**src/rtl/stream_pkg.sv**
```systemverilog
// Shared constants and types for the four-source stream multiplexer.
package stream_pkg;
  localparam int WIDTH_DEFAULT = 16;
  localparam int SEL_W         = 2;
  localparam int NUM_SRC       = 4;

  typedef logic [SEL_W-1:0] sel_t;
endpackage

```
**src/rtl/rr_arbiter4.sv**
```systemverilog
// Combinational four-way round-robin arbiter. The first requester at or after
// ptr, taken in cyclic order, wins.
module rr_arbiter4
  import stream_pkg::*;
(
  input  logic [NUM_SRC-1:0] req,
  input  sel_t               ptr,
  output logic               gnt_valid,
  output sel_t               gnt_idx
);

  sel_t idx_s;

  // Scan from the farthest offset back to ptr so that the nearest requester wins.
  always_comb begin
    gnt_valid = 1'b0;
    gnt_idx   = ptr;
    idx_s     = ptr;
    for (int k = NUM_SRC - 1; k >= 0; k--) begin
      idx_s     = ptr + sel_t'(k);
      gnt_valid = gnt_valid | req[idx_s];
      gnt_idx   = req[idx_s] ? idx_s : gnt_idx;
    end
  end

endmodule

```
**src/rtl/mux4_stream.sv**
```systemverilog
// Four-source valid/ready stream multiplexer with round-robin arbitration and
// a one-entry output register that sustains one word per cycle.
module mux4_stream
  import stream_pkg::*;
#(
  parameter int WIDTH = WIDTH_DEFAULT
) (
  input  logic                     clk,
  input  logic                     reset,
  input  logic [NUM_SRC-1:0]       in_valid,
  input  logic [NUM_SRC*WIDTH-1:0] in_data,
  output logic [NUM_SRC-1:0]       in_ready,
  output logic                     out_valid,
  output logic [WIDTH-1:0]         out_data,
  output sel_t                     out_sel,
  input  logic                     out_ready
);

  sel_t             ptr_q, ptr_d;
  logic             out_valid_q, out_valid_d;
  logic [WIDTH-1:0] out_data_q, out_data_d;
  sel_t             out_sel_q, out_sel_d;

  logic             load_en_s;
  logic             gnt_valid_s;
  sel_t             gnt_idx_s;
  logic             in_xfer_s;
  logic [WIDTH-1:0] mux_word_s;

  // The register can take a new word when empty or when it is being drained now.
  assign load_en_s = !out_valid_q || out_ready;
  assign in_xfer_s = load_en_s && gnt_valid_s;

  rr_arbiter4 u_arb (
    .req       (in_valid),
    .ptr       (ptr_q),
    .gnt_valid (gnt_valid_s),
    .gnt_idx   (gnt_idx_s)
  );

  // Word select for the granted source.
  always_comb begin
    mux_word_s = {WIDTH{1'b0}};
    case (gnt_idx_s)
      2'd0:    mux_word_s = in_data[0*WIDTH +: WIDTH];
      2'd1:    mux_word_s = in_data[1*WIDTH +: WIDTH];
      2'd2:    mux_word_s = in_data[2*WIDTH +: WIDTH];
      2'd3:    mux_word_s = in_data[3*WIDTH +: WIDTH];
      default: mux_word_s = {WIDTH{1'b0}};
    endcase
  end

  // One-hot ready to the granted source only; suppressed while reset is held.
  always_comb begin
    in_ready = 4'b0000;
    if (!reset && in_xfer_s) begin
      in_ready = 4'b0001 << gnt_idx_s;
    end else begin
      in_ready = 4'b0000;
    end
  end

  // Next state: load on an input transfer, otherwise drain or hold.
  always_comb begin
    ptr_d       = ptr_q;
    out_valid_d = out_valid_q;
    out_data_d  = out_data_q;
    out_sel_d   = out_sel_q;
    if (in_xfer_s) begin
      out_valid_d = 1'b1;
      out_data_d  = mux_word_s;
      out_sel_d   = gnt_idx_s;
      ptr_d       = gnt_idx_s + 2'd1;
    end else if (out_valid_q && out_ready) begin
      out_valid_d = 1'b0;
    end else begin
      out_valid_d = out_valid_q;
    end
  end

  // State register with synchronous reset that discards any held word.
  always_ff @(posedge clk) begin
    if (reset) begin
      ptr_q       <= 2'd0;
      out_valid_q <= 1'b0;
      out_data_q  <= {WIDTH{1'b0}};
      out_sel_q   <= 2'd0;
    end else begin
      ptr_q       <= ptr_d;
      out_valid_q <= out_valid_d;
      out_data_q  <= out_data_d;
      out_sel_q   <= out_sel_d;
    end
  end

  assign out_valid = out_valid_q;
  assign out_data  = out_data_q;
  assign out_sel   = out_sel_q;

endmodule

```
**config.mk**
```make
export PLATFORM = sky130hd
export DESIGN_NAME = mux4_stream
export DESIGN_NICKNAME = d
export VERILOG_FILES = /design/src/rtl/stream_pkg.sv /design/src/rtl/rr_arbiter4.sv /design/src/rtl/mux4_stream.sv
export SDC_FILE = /design/constraint.sdc
export NUM_CORES = 1
export LEC_CHECK = 0
export CORE_ASPECT_RATIO = 1.75
export CORE_MARGIN = 2
export CORE_UTILIZATION = 37
export CTS_CLUSTER_DIAMETER = 150
export DETAILED_ROUTE_END_ITERATION = 7
export PLACE_DENSITY_LB_ADDON = 0.05
export SLEW_MARGIN = 20
export SYNTH_ARGS = -nofsm -noshare
export SYNTH_HDL_FRONTEND = slang
export SYNTH_SLANG_ARGS = --single-unit
export TNS_END_PERCENT = 20
```
**constraint.sdc**
```tcl
create_clock -name clk -period 2.4 [get_ports clk]
set_input_delay 0.48 -clock clk [delete_from_list [all_inputs] [get_ports clk]]
set_output_delay 0.48 -clock clk [all_outputs]
set_load 0.01 [all_outputs]
```
Word-level counts from Yosys, hierarchy flattened

Index checks and enable logic that the tools add are counted.

Memory bits (read-only): 0
Bits in latches: 0
Bits in registers: 21
Memory bits (writable): 0
Memories: 0
Input port bits: 71
Word-level logic and storage cells: 43
Output and inout port bits: 23

Shifts and indexed selects: 1
Div/mod/pow operators: 0
$lt $le $gt $ge: 4
Bitwise logic cells: 3
Multipliers: 0
Add/subtract/negate cells: 4
Muxes and demuxes: 16
Equal/unequal tests: 3
Reduce and logical (&&, ||, !) cells: 8

Operators by type and width:

| operator              | count |
|---|---|
| $pmux W16 S4          | 1 |
| $lt A2 B3 Y1 const B  | 4 |
| $bmux W1 S2           | 4 |
| $mux W2               | 4 |
| $mux W1               | 6 |
| $add A2 B1 Y2 const B | 2 |
| $add A2 B2 Y2 const B | 2 |
| $eq A2 B2 Y1 const B  | 2 |
| $mux W4               | 1 |
| $shl A1 B2 Y4 const A | 1 |
| $logic_and A1 B1 Y1   | 3 |
| $or A1 B1 Y1          | 3 |
| $eq A2 B1 Y1 const B  | 1 |
| $logic_not A1 Y1      | 2 |
| $logic_not A2 Y1      | 1 |
| $reduce_bool A2 Y1    | 1 |
| $logic_or A1 B1 Y1    | 1 |

Logic depth before layout (Yosys ltp)

Gate-level depths: netlist of the first run.

Depth in word-level cells: 9
Mapped depth: 10
Mapped depth without buffers: 8

Cells and area by module

Synthesis of the first run repeated with hierarchy kept, for this count alone.

Cell total of the unflattened synthesis: 157
Area, all modules: 1,323.8 µm²

Modules (own cells, without submodules):

| module      | instances | area an instance (µm²) | sequential area each (µm²) | cells an instance |
|---|---|---|---|---|
| mux4_stream | 1         | 1,223.7                | 420.4                      | 141 |
| rr_arbiter4 | 1         | 100.1                  | 0.0                        | 16 |

Least setup slack after synthesis of the first run

OpenSTA, ideal clock, no wires.

Kind: input -> output
Start: in in_valid[3]
End: out in_ready[2]
Arrival time: 1,869 ps
Stages on the path: 7
Data required time: 1,920 ps
Path buffers: 2
Setup slack: 51 ps
Path through: and3b_2 -> o41a_1 -> inv_1 -> ha_1 -> buf_6 -> dlymetal6s2s_1 -> and2_1

Cells in the longest elaborated chain, start to end: 8
Elaborated cells between the ends (all ways): 19
Those cells by class: 1 x shift; 13 x mux; 3 x bitwise; 2 x reduce/logical

RTL lines:

| what                          | RTL line          | RTL |
|---|---|---|
| start: declaration            | mux4_stream.sv:10 | `input logic [NUM_SRC-1:0] in_valid,` |
| $bmux W1 S2                   | rr_arbiter4.sv:22 | `gnt_idx = req[idx_s] ? idx_s : gnt_idx;` |
| $mux W1 (not written as such) | rr_arbiter4.sv:22 |  |
| $mux W2 (3 in a row)          | rr_arbiter4.sv:22 |  |
| $mux W2 *                     | rr_arbiter4.sv:22 |  |
| via gnt_idx_s[1]              | mux4_stream.sv:26 | `sel_t gnt_idx_s;` |
| $shl A1 B2 Y4 *               | mux4_stream.sv:57 | `in_ready = 4'b0001 << gnt_idx_s;` |
| $mux W4 *                     | mux4_stream.sv:56 | `if (!reset && in_xfer_s) begin` |
| end: declaration              | mux4_stream.sv:12 | `output logic [NUM_SRC-1:0] in_ready,` |

The timed path passes the listed nets; every way through them passes the cells marked *. The select of a mux whose other input is x is not followed.

Worst setup path after layout of the first run

Start: in in_valid[2]
End: out in_ready[2]

The elaborated chain is that of the path after synthesis.

==> flow_metrics.env, run 1 <==
export IMPL_p_leak_nw=1.10
export IMPL_antenna_found_initial=0
export IMPL_slowest_delay_ns=0.32
export IMPL_synth_largest_area_cell="dfxtp_1"
export IMPL_max_freq_ghz=0.437
export IMPL_finalHoldViolCount=0
export IMPL_ys_flop_type="dfxtp_1"
export IMPL_start_kind="input port"
export IMPL_max_cap_violations=0
export IMPL_vias=1803
export IMPL_worstHoldPathType="register to register"
export IMPL_htreeDepth=1
export IMPL_place_congestion=0.808
export IMPL_r2r_start="ptr_q[1]"
export IMPL_die_w_um=51.9
export IMPL_worst_pin_slew_ns=0.460
export IMPL_die_y_um=87.8
export IMPL_critPathBufInv=3
export IMPL_slew_limit_headroom=0.692
export IMPL_cts_buffers=3
export IMPL_peakVddDrop_v=0.000374
export IMPL_worst_path_max_fanout=6
export IMPL_ios=94
export IMPL_period_needed_ns=2.29
export IMPL_syn_area_per_cell_um2=8.43
export IMPL_routed_wl_mm=4.91
export IMPL_finalSetupViolCount=0
export IMPL_clk_latency_ns=0.26
export IMPL_core_mm2=0.00387
export IMPL_fin_crit_sh=0.953
export IMPL_synth_warnings=0
export IMPL_synthArstFlopShare=0
export IMPL_drc=0
export IMPL_path_cells="clkdlybuf4s15_1 > nor2_1 > a211o_2 > o211a_1 > inv_1 > ha_2 > and2_1 > buf_2"
export IMPL_max_clock_path_buffers=2
export IMPL_ys_top_cells_by_area="dfxtp_1 28%, a221o_1 11%, a22oi_1 8.1%"
export IMPL_nNetsFinal=366
export IMPL_synth_top_cell_area_share=0.283
export IMPL_cts_root_buf="clkbuf_8"
export IMPL_ys_seq_area_frac=0.283
export IMPL_synthesis_nets=250
export IMPL_rsz0062_at_grt="yes"
export IMPL_antenna_cells=0
export IMPL_placed_cells=332
export IMPL_power_density_mw_per_mm2=541
export IMPL_clk_pin_slew_worst_paths_ns=0.08
export IMPL_cts_tree="built"
export IMPL_cp_startpoint="in_valid[2]"
export IMPL_ys_types=36
export IMPL_clock_sinks=21
export IMPL_start_util=0.384
export IMPL_synth_edf_count=0
export IMPL_cp_arrival_ns=1.81
export IMPL_avgViaCountPerCell=5.32
export IMPL_grt_pass1_wl_mm=8.00
export IMPL_port_buffers=93
export IMPL_postCtsHoldBufs=0
export IMPL_r2r_cells=9
export IMPL_final_cells=339
export IMPL_postRouteAntennaNets=0
export IMPL_fin_util=0.700
export IMPL_grt_pass1_vias=1779
export IMPL_clock_skew_ns=0.00414
export IMPL_path_class="input port to output port"
export IMPL_cp_top_family="compound AO/OA/AOI/OAI gates"
export IMPL_syn_inst=176
export IMPL_synth_seq_cells=21
export IMPL_overflow=0
export IMPL_regToRegEndpoint="out_data[10]"
export IMPL_grt_total_usage=0.223
export IMPL_critical_path_slowest_cell="a211o_2"
export IMPL_drtPass1Iterations=4
export IMPL_die_area_mm2=0.00455
export IMPL_cp_required_ns=1.92
export IMPL_wl_per_cell_um=14.5
export IMPL_critPathCapture="in_ready[2]"
export IMPL_nFillCells=335
export IMPL_slew_violations=0
export IMPL_layout_drive_gt1_share=0.220
export IMPL_fin_tns_setup_ns=0
export IMPL_synthToLayoutAreaGrowth_pct=82.5
export IMPL_detailed_place_hpwl_mm=3.79
export IMPL_path_depth=8
export IMPL_syn_cell_area_mm2=0.00148
export IMPL_cp_end_kind="output port"
export IMPL_reg2reg_slack_ns=0.14
export IMPL_grt_max_degree=17
export IMPL_status="finished, final reports clean"
export IMPL_num_rows=30
export IMPL_drtIter0Drc=38
cells by family after synthesis:
family          Yosys count  synth area share
buf+inv                  35             0.137
compound gates           77             0.415
fa+ha+maj                 3            0.0253
flops                    21             0.283
simple gates             40             0.139
flip-flops by register name, indices dropped and copies added (netlist names):
signal     count
out_data      16
out_valid      1
ptr_q          2
out_sel        2
power by group:
| group | total [mW] | switching, mW | internal [mW] |
|---|---|---|---|
| clock | 0.238 | 0.120 | 0.118 |
| combinational | 0.775 | 0.328 | 0.447 |
| sequential | 0.452 | 0.0360 | 0.416 |
cell type report:
type                            instances  area (um2)  area share
Sequential cell                        21         422       0.156
Tap cell                               48        60.1      0.0222
Clock buffer                            4        45.0      0.0166
Timing Repair Buffer                  127        1170       0.431
Multi-Input combinational cell        120         942       0.348
Inverter                               19        71.3      0.0263
stage by stage:
step / worst slack, ns / cell area [um2] / total power, mW / hold WS [ns]
2_1_floorplan: 0.0513 / 1480 / 0.819 / 0.520
3_3_place_gp: -0.614 / 2590 / 1.19 / 0.475
3_5_place_dp: -0.637 / 2590 / 1.20 / 0.493
4_1_cts: 0.0122 / 2670 / 1.46 / 0.509
5_1_grt: -0.00592 / 2710 / 1.57 / 0.528
6_report: 0.112 / 2710 / 1.46 / 0.504
routing by layer:
| metal | vias up | global-route usage | wire (um) |
|---|---|---|---|
| met3 | 4 | 0.0273 | 256 |
| met4 | 0 | 0.0502 | 51 |
| li1 | 914 | - | - |
| met2 | 52 | 0.425 | 2670 |
| met1 | 833 | 0.256 | 1930 |
| met5 | - | 0 | 0 |
cells in the mapped netlist, types with 2 or more instances:
master	number
a221o_1	16
a22oi_1	16
nand2_1	16
nor2b_1	4
o21ai_0	3
o21ai_1	16
ha_1	3
buf_2	2
inv_1	19
buf_6	6
nor3_1	3
a2111oi_0	9
a2111oi_1	6
and2_1	2
nor2_1	7
a211oi_1	3
nor3b_1	2
dfxtp_1	21
clkbuf_1	5
layout by cell type (no fill, tap or decap), drive strengths merged, types with 6 or more instances in the layout:
cell           count
clkdlybuf4s50     85
buf               37
dfxtp             21
inv               19
o21ai             19
nand2             16
a221o             16
a22oi             16
a2111oi           16
nor2               7
clkbuf             6
worst min path at each step:
stage | from | to | cells past startpoint
finish | out_sel[1] | out_sel[1] | 2
global route | out_data[14] | out_data[14] | 2
CTS | out_sel[1] | out_sel[1] | 2
detailed placement | out_data[13] | out_data[13] | 2
global placement | out_data[6] | out_data[6] | 2
floorplan | out_sel[1] | out_sel[1] | 2
worst register-to-register path, delay by kind of cell, from the launching register on:
family | cells | cell delay [ns]
fa+ha+maj | 1 | 0.19
buf+inv | 3 | 0.47
flops | 1 | 0.34
simple gates | 1 | 0.20
compound gates | 4 | 0.97
timing repair:
action,CTS,global route
pin swaps,3,1
gates resized for setup,36,15
buffers inserted,2,1
endpoints found under the setup margin,20,19
Note: power is estimated with default switching activity, not from simulation.
==> run 2: changes to the inputs <==
Settings changed: SLEW_MARGIN 20 to unset.
==> results of run 2 <==
Same layout as run 1: the final DEF is identical, and so are final timing and power.
==> run 3: changes to the inputs <==
Settings changed: SKIP_CTS_REPAIR_TIMING set to 1.
==> flow_metrics.env, run 3 (same netlist as run 1, synthesis figures left out) <==
export IMPL_cp_end_kind="output port"
export IMPL_grt_pass1_vias=1777
export IMPL_start_kind="input port"
export IMPL_worstHoldPathType="register to register"
export IMPL_ios=94
export IMPL_htreeDepth=1
export IMPL_cp_startpoint="in_valid[0]"
export IMPL_clk_latency_ns=0.26
export IMPL_regToRegEndpoint="out_data[3]"
export IMPL_clk_pin_slew_worst_paths_ns=0.08
export IMPL_p_leak_nw=1.17
export IMPL_fin_crit_sh=0.964
export IMPL_grt_pass1_wl_mm=8.01
export IMPL_pre_cts_slack_ns=-0.637
export IMPL_wl_per_cell_um=14.7
export IMPL_overflow=0
export IMPL_postRouteAntennaNets=0
export IMPL_largest_register_ff_count=16
export IMPL_drtIter0Drc=52
export IMPL_rsz0062_at_grt="no"
export IMPL_fin_util=0.702
export IMPL_hold_start="out_sel[1]"
export IMPL_drtPass1Iterations=4
export IMPL_final_cell_mix="85 x clkdlybuf4s50_1, 33 x buf_4, 21 x dfxtp_1, 19 x inv_1, 17 x o21ai_1"
export IMPL_drc=0
export IMPL_num_rows=30
export IMPL_r2r_start="ptr_q[1]"
export IMPL_path_class="input port to output port"
export IMPL_critical_path_slowest_cell="o41a_1"
export IMPL_antenna_found_initial=0
export IMPL_core_mm2=0.00387
export IMPL_holdPathStages=2
export IMPL_cts_buffers=3
export IMPL_vias=1803
export IMPL_fin_tns_setup_ns=0
export IMPL_worst_path_max_fanout=5
export IMPL_min_to="out_sel[1]"
export IMPL_slew_violations=0
export IMPL_max_clock_path_buffers=2
export IMPL_die_w_um=51.9
export IMPL_port_buffers=93
export IMPL_finalSetupViolCount=0
export IMPL_cp_arrival_ns=1.83
export IMPL_die_area_mm2=0.00455
export IMPL_layout_drive_gt1_share=0.186
export IMPL_placed_area_mm2=0.00259
export IMPL_max_freq_ghz=0.432
export IMPL_start_util=0.384
export IMPL_reg2reg_slack_ns=0.15
export IMPL_nNetsFinal=365
export IMPL_total_power_mw=1.46
export IMPL_r2r_cells=8
export IMPL_path_cells="dlymetal6s2s_1 > and3b_2 > o41a_1 > inv_1 > ha_1 > and2_1 > clkbuf_2"
export IMPL_clock_sinks=21
export IMPL_cts_root_buf="clkbuf_8"
export IMPL_grt_max_degree=17
export IMPL_placed_cells=332
export IMPL_place_congestion=0.808
export IMPL_final_common_cell="clkdlybuf4s50_1"
export IMPL_max_cap_violations=0
export IMPL_timing_hold_ws_ns=0.505
export IMPL_grt_total_usage=0.224
export IMPL_antenna_cells=0
export IMPL_cp_required_ns=1.92
export IMPL_power_density_mw_per_mm2=536
export IMPL_avgViaCountPerCell=5.33
export IMPL_routed_wl_mm=4.96
export IMPL_finish_instance_area_mm2=0.00271
export IMPL_slowest_delay_ns=0.47
export IMPL_finalHoldViolCount=0
export IMPL_slew_limit_headroom=0.694
export IMPL_status="finished, final reports clean"
export IMPL_peakVddDrop_v=0.000330
export IMPL_cts_tree="built"
export IMPL_period_needed_ns=2.31
export IMPL_detailed_place_hpwl_mm=3.79
export IMPL_clock_skew_ns=0.00436
export IMPL_worst_pin_slew_ns=0.458
export IMPL_final_cells=338
export IMPL_synthToLayoutAreaGrowth_pct=82.9
export IMPL_die_y_um=87.8
export IMPL_fin_ws_ns=0.0873
## run 3: cell type report
type	instances	area, um2
Clock buffer	4	45.0
Timing Repair Buffer	126	1190
Tap cell	48	60.1
Inverter	19	71.3
Sequential cell	21	420
Fill cell	331	1150
Multi-Input combinational cell	120	926
## run 3: worst max-delay path by stage
| stage | endpoint | cells past startpoint | slack, ns |
|---|---|---|---|
| final | in_ready[2] | 7 | 0.09 |
| after global routing | in_ready[2] | 7 | 0.02 |
| after CTS | in_ready[2] | 7 | -0.64 |
| after detailed placement | in_ready[2] | 7 | -0.64 |
| after global placement | in_ready[2] | 7 | -0.61 |
| after floorplan | in_ready[2] | 7 | 0.05 |
## run 3: routing by layer
metal  track usage  up-vias  share of wire
met2         0.427       54           0.55
met4        0.0502        0          0.010
met5             0        -              0
met3        0.0307        4          0.053
met1         0.254      837           0.39
li1              -      908              -
## run 3: power by group
part           internal, mW  switching [mW]  total, mW
registers             0.415          0.0359      0.451
logic                 0.442           0.326      0.767
clock network         0.118           0.119      0.237
## run 3: worst max-delay path: cells and delay by family
kind | cells | cell delay (ns)
adders and majority gates | 1 | 0.17
buffers and inverters | 3 | 0.39
and+or+nand+nor | 2 | 0.32
AOI/OAI and AO/OA | 1 | 0.47
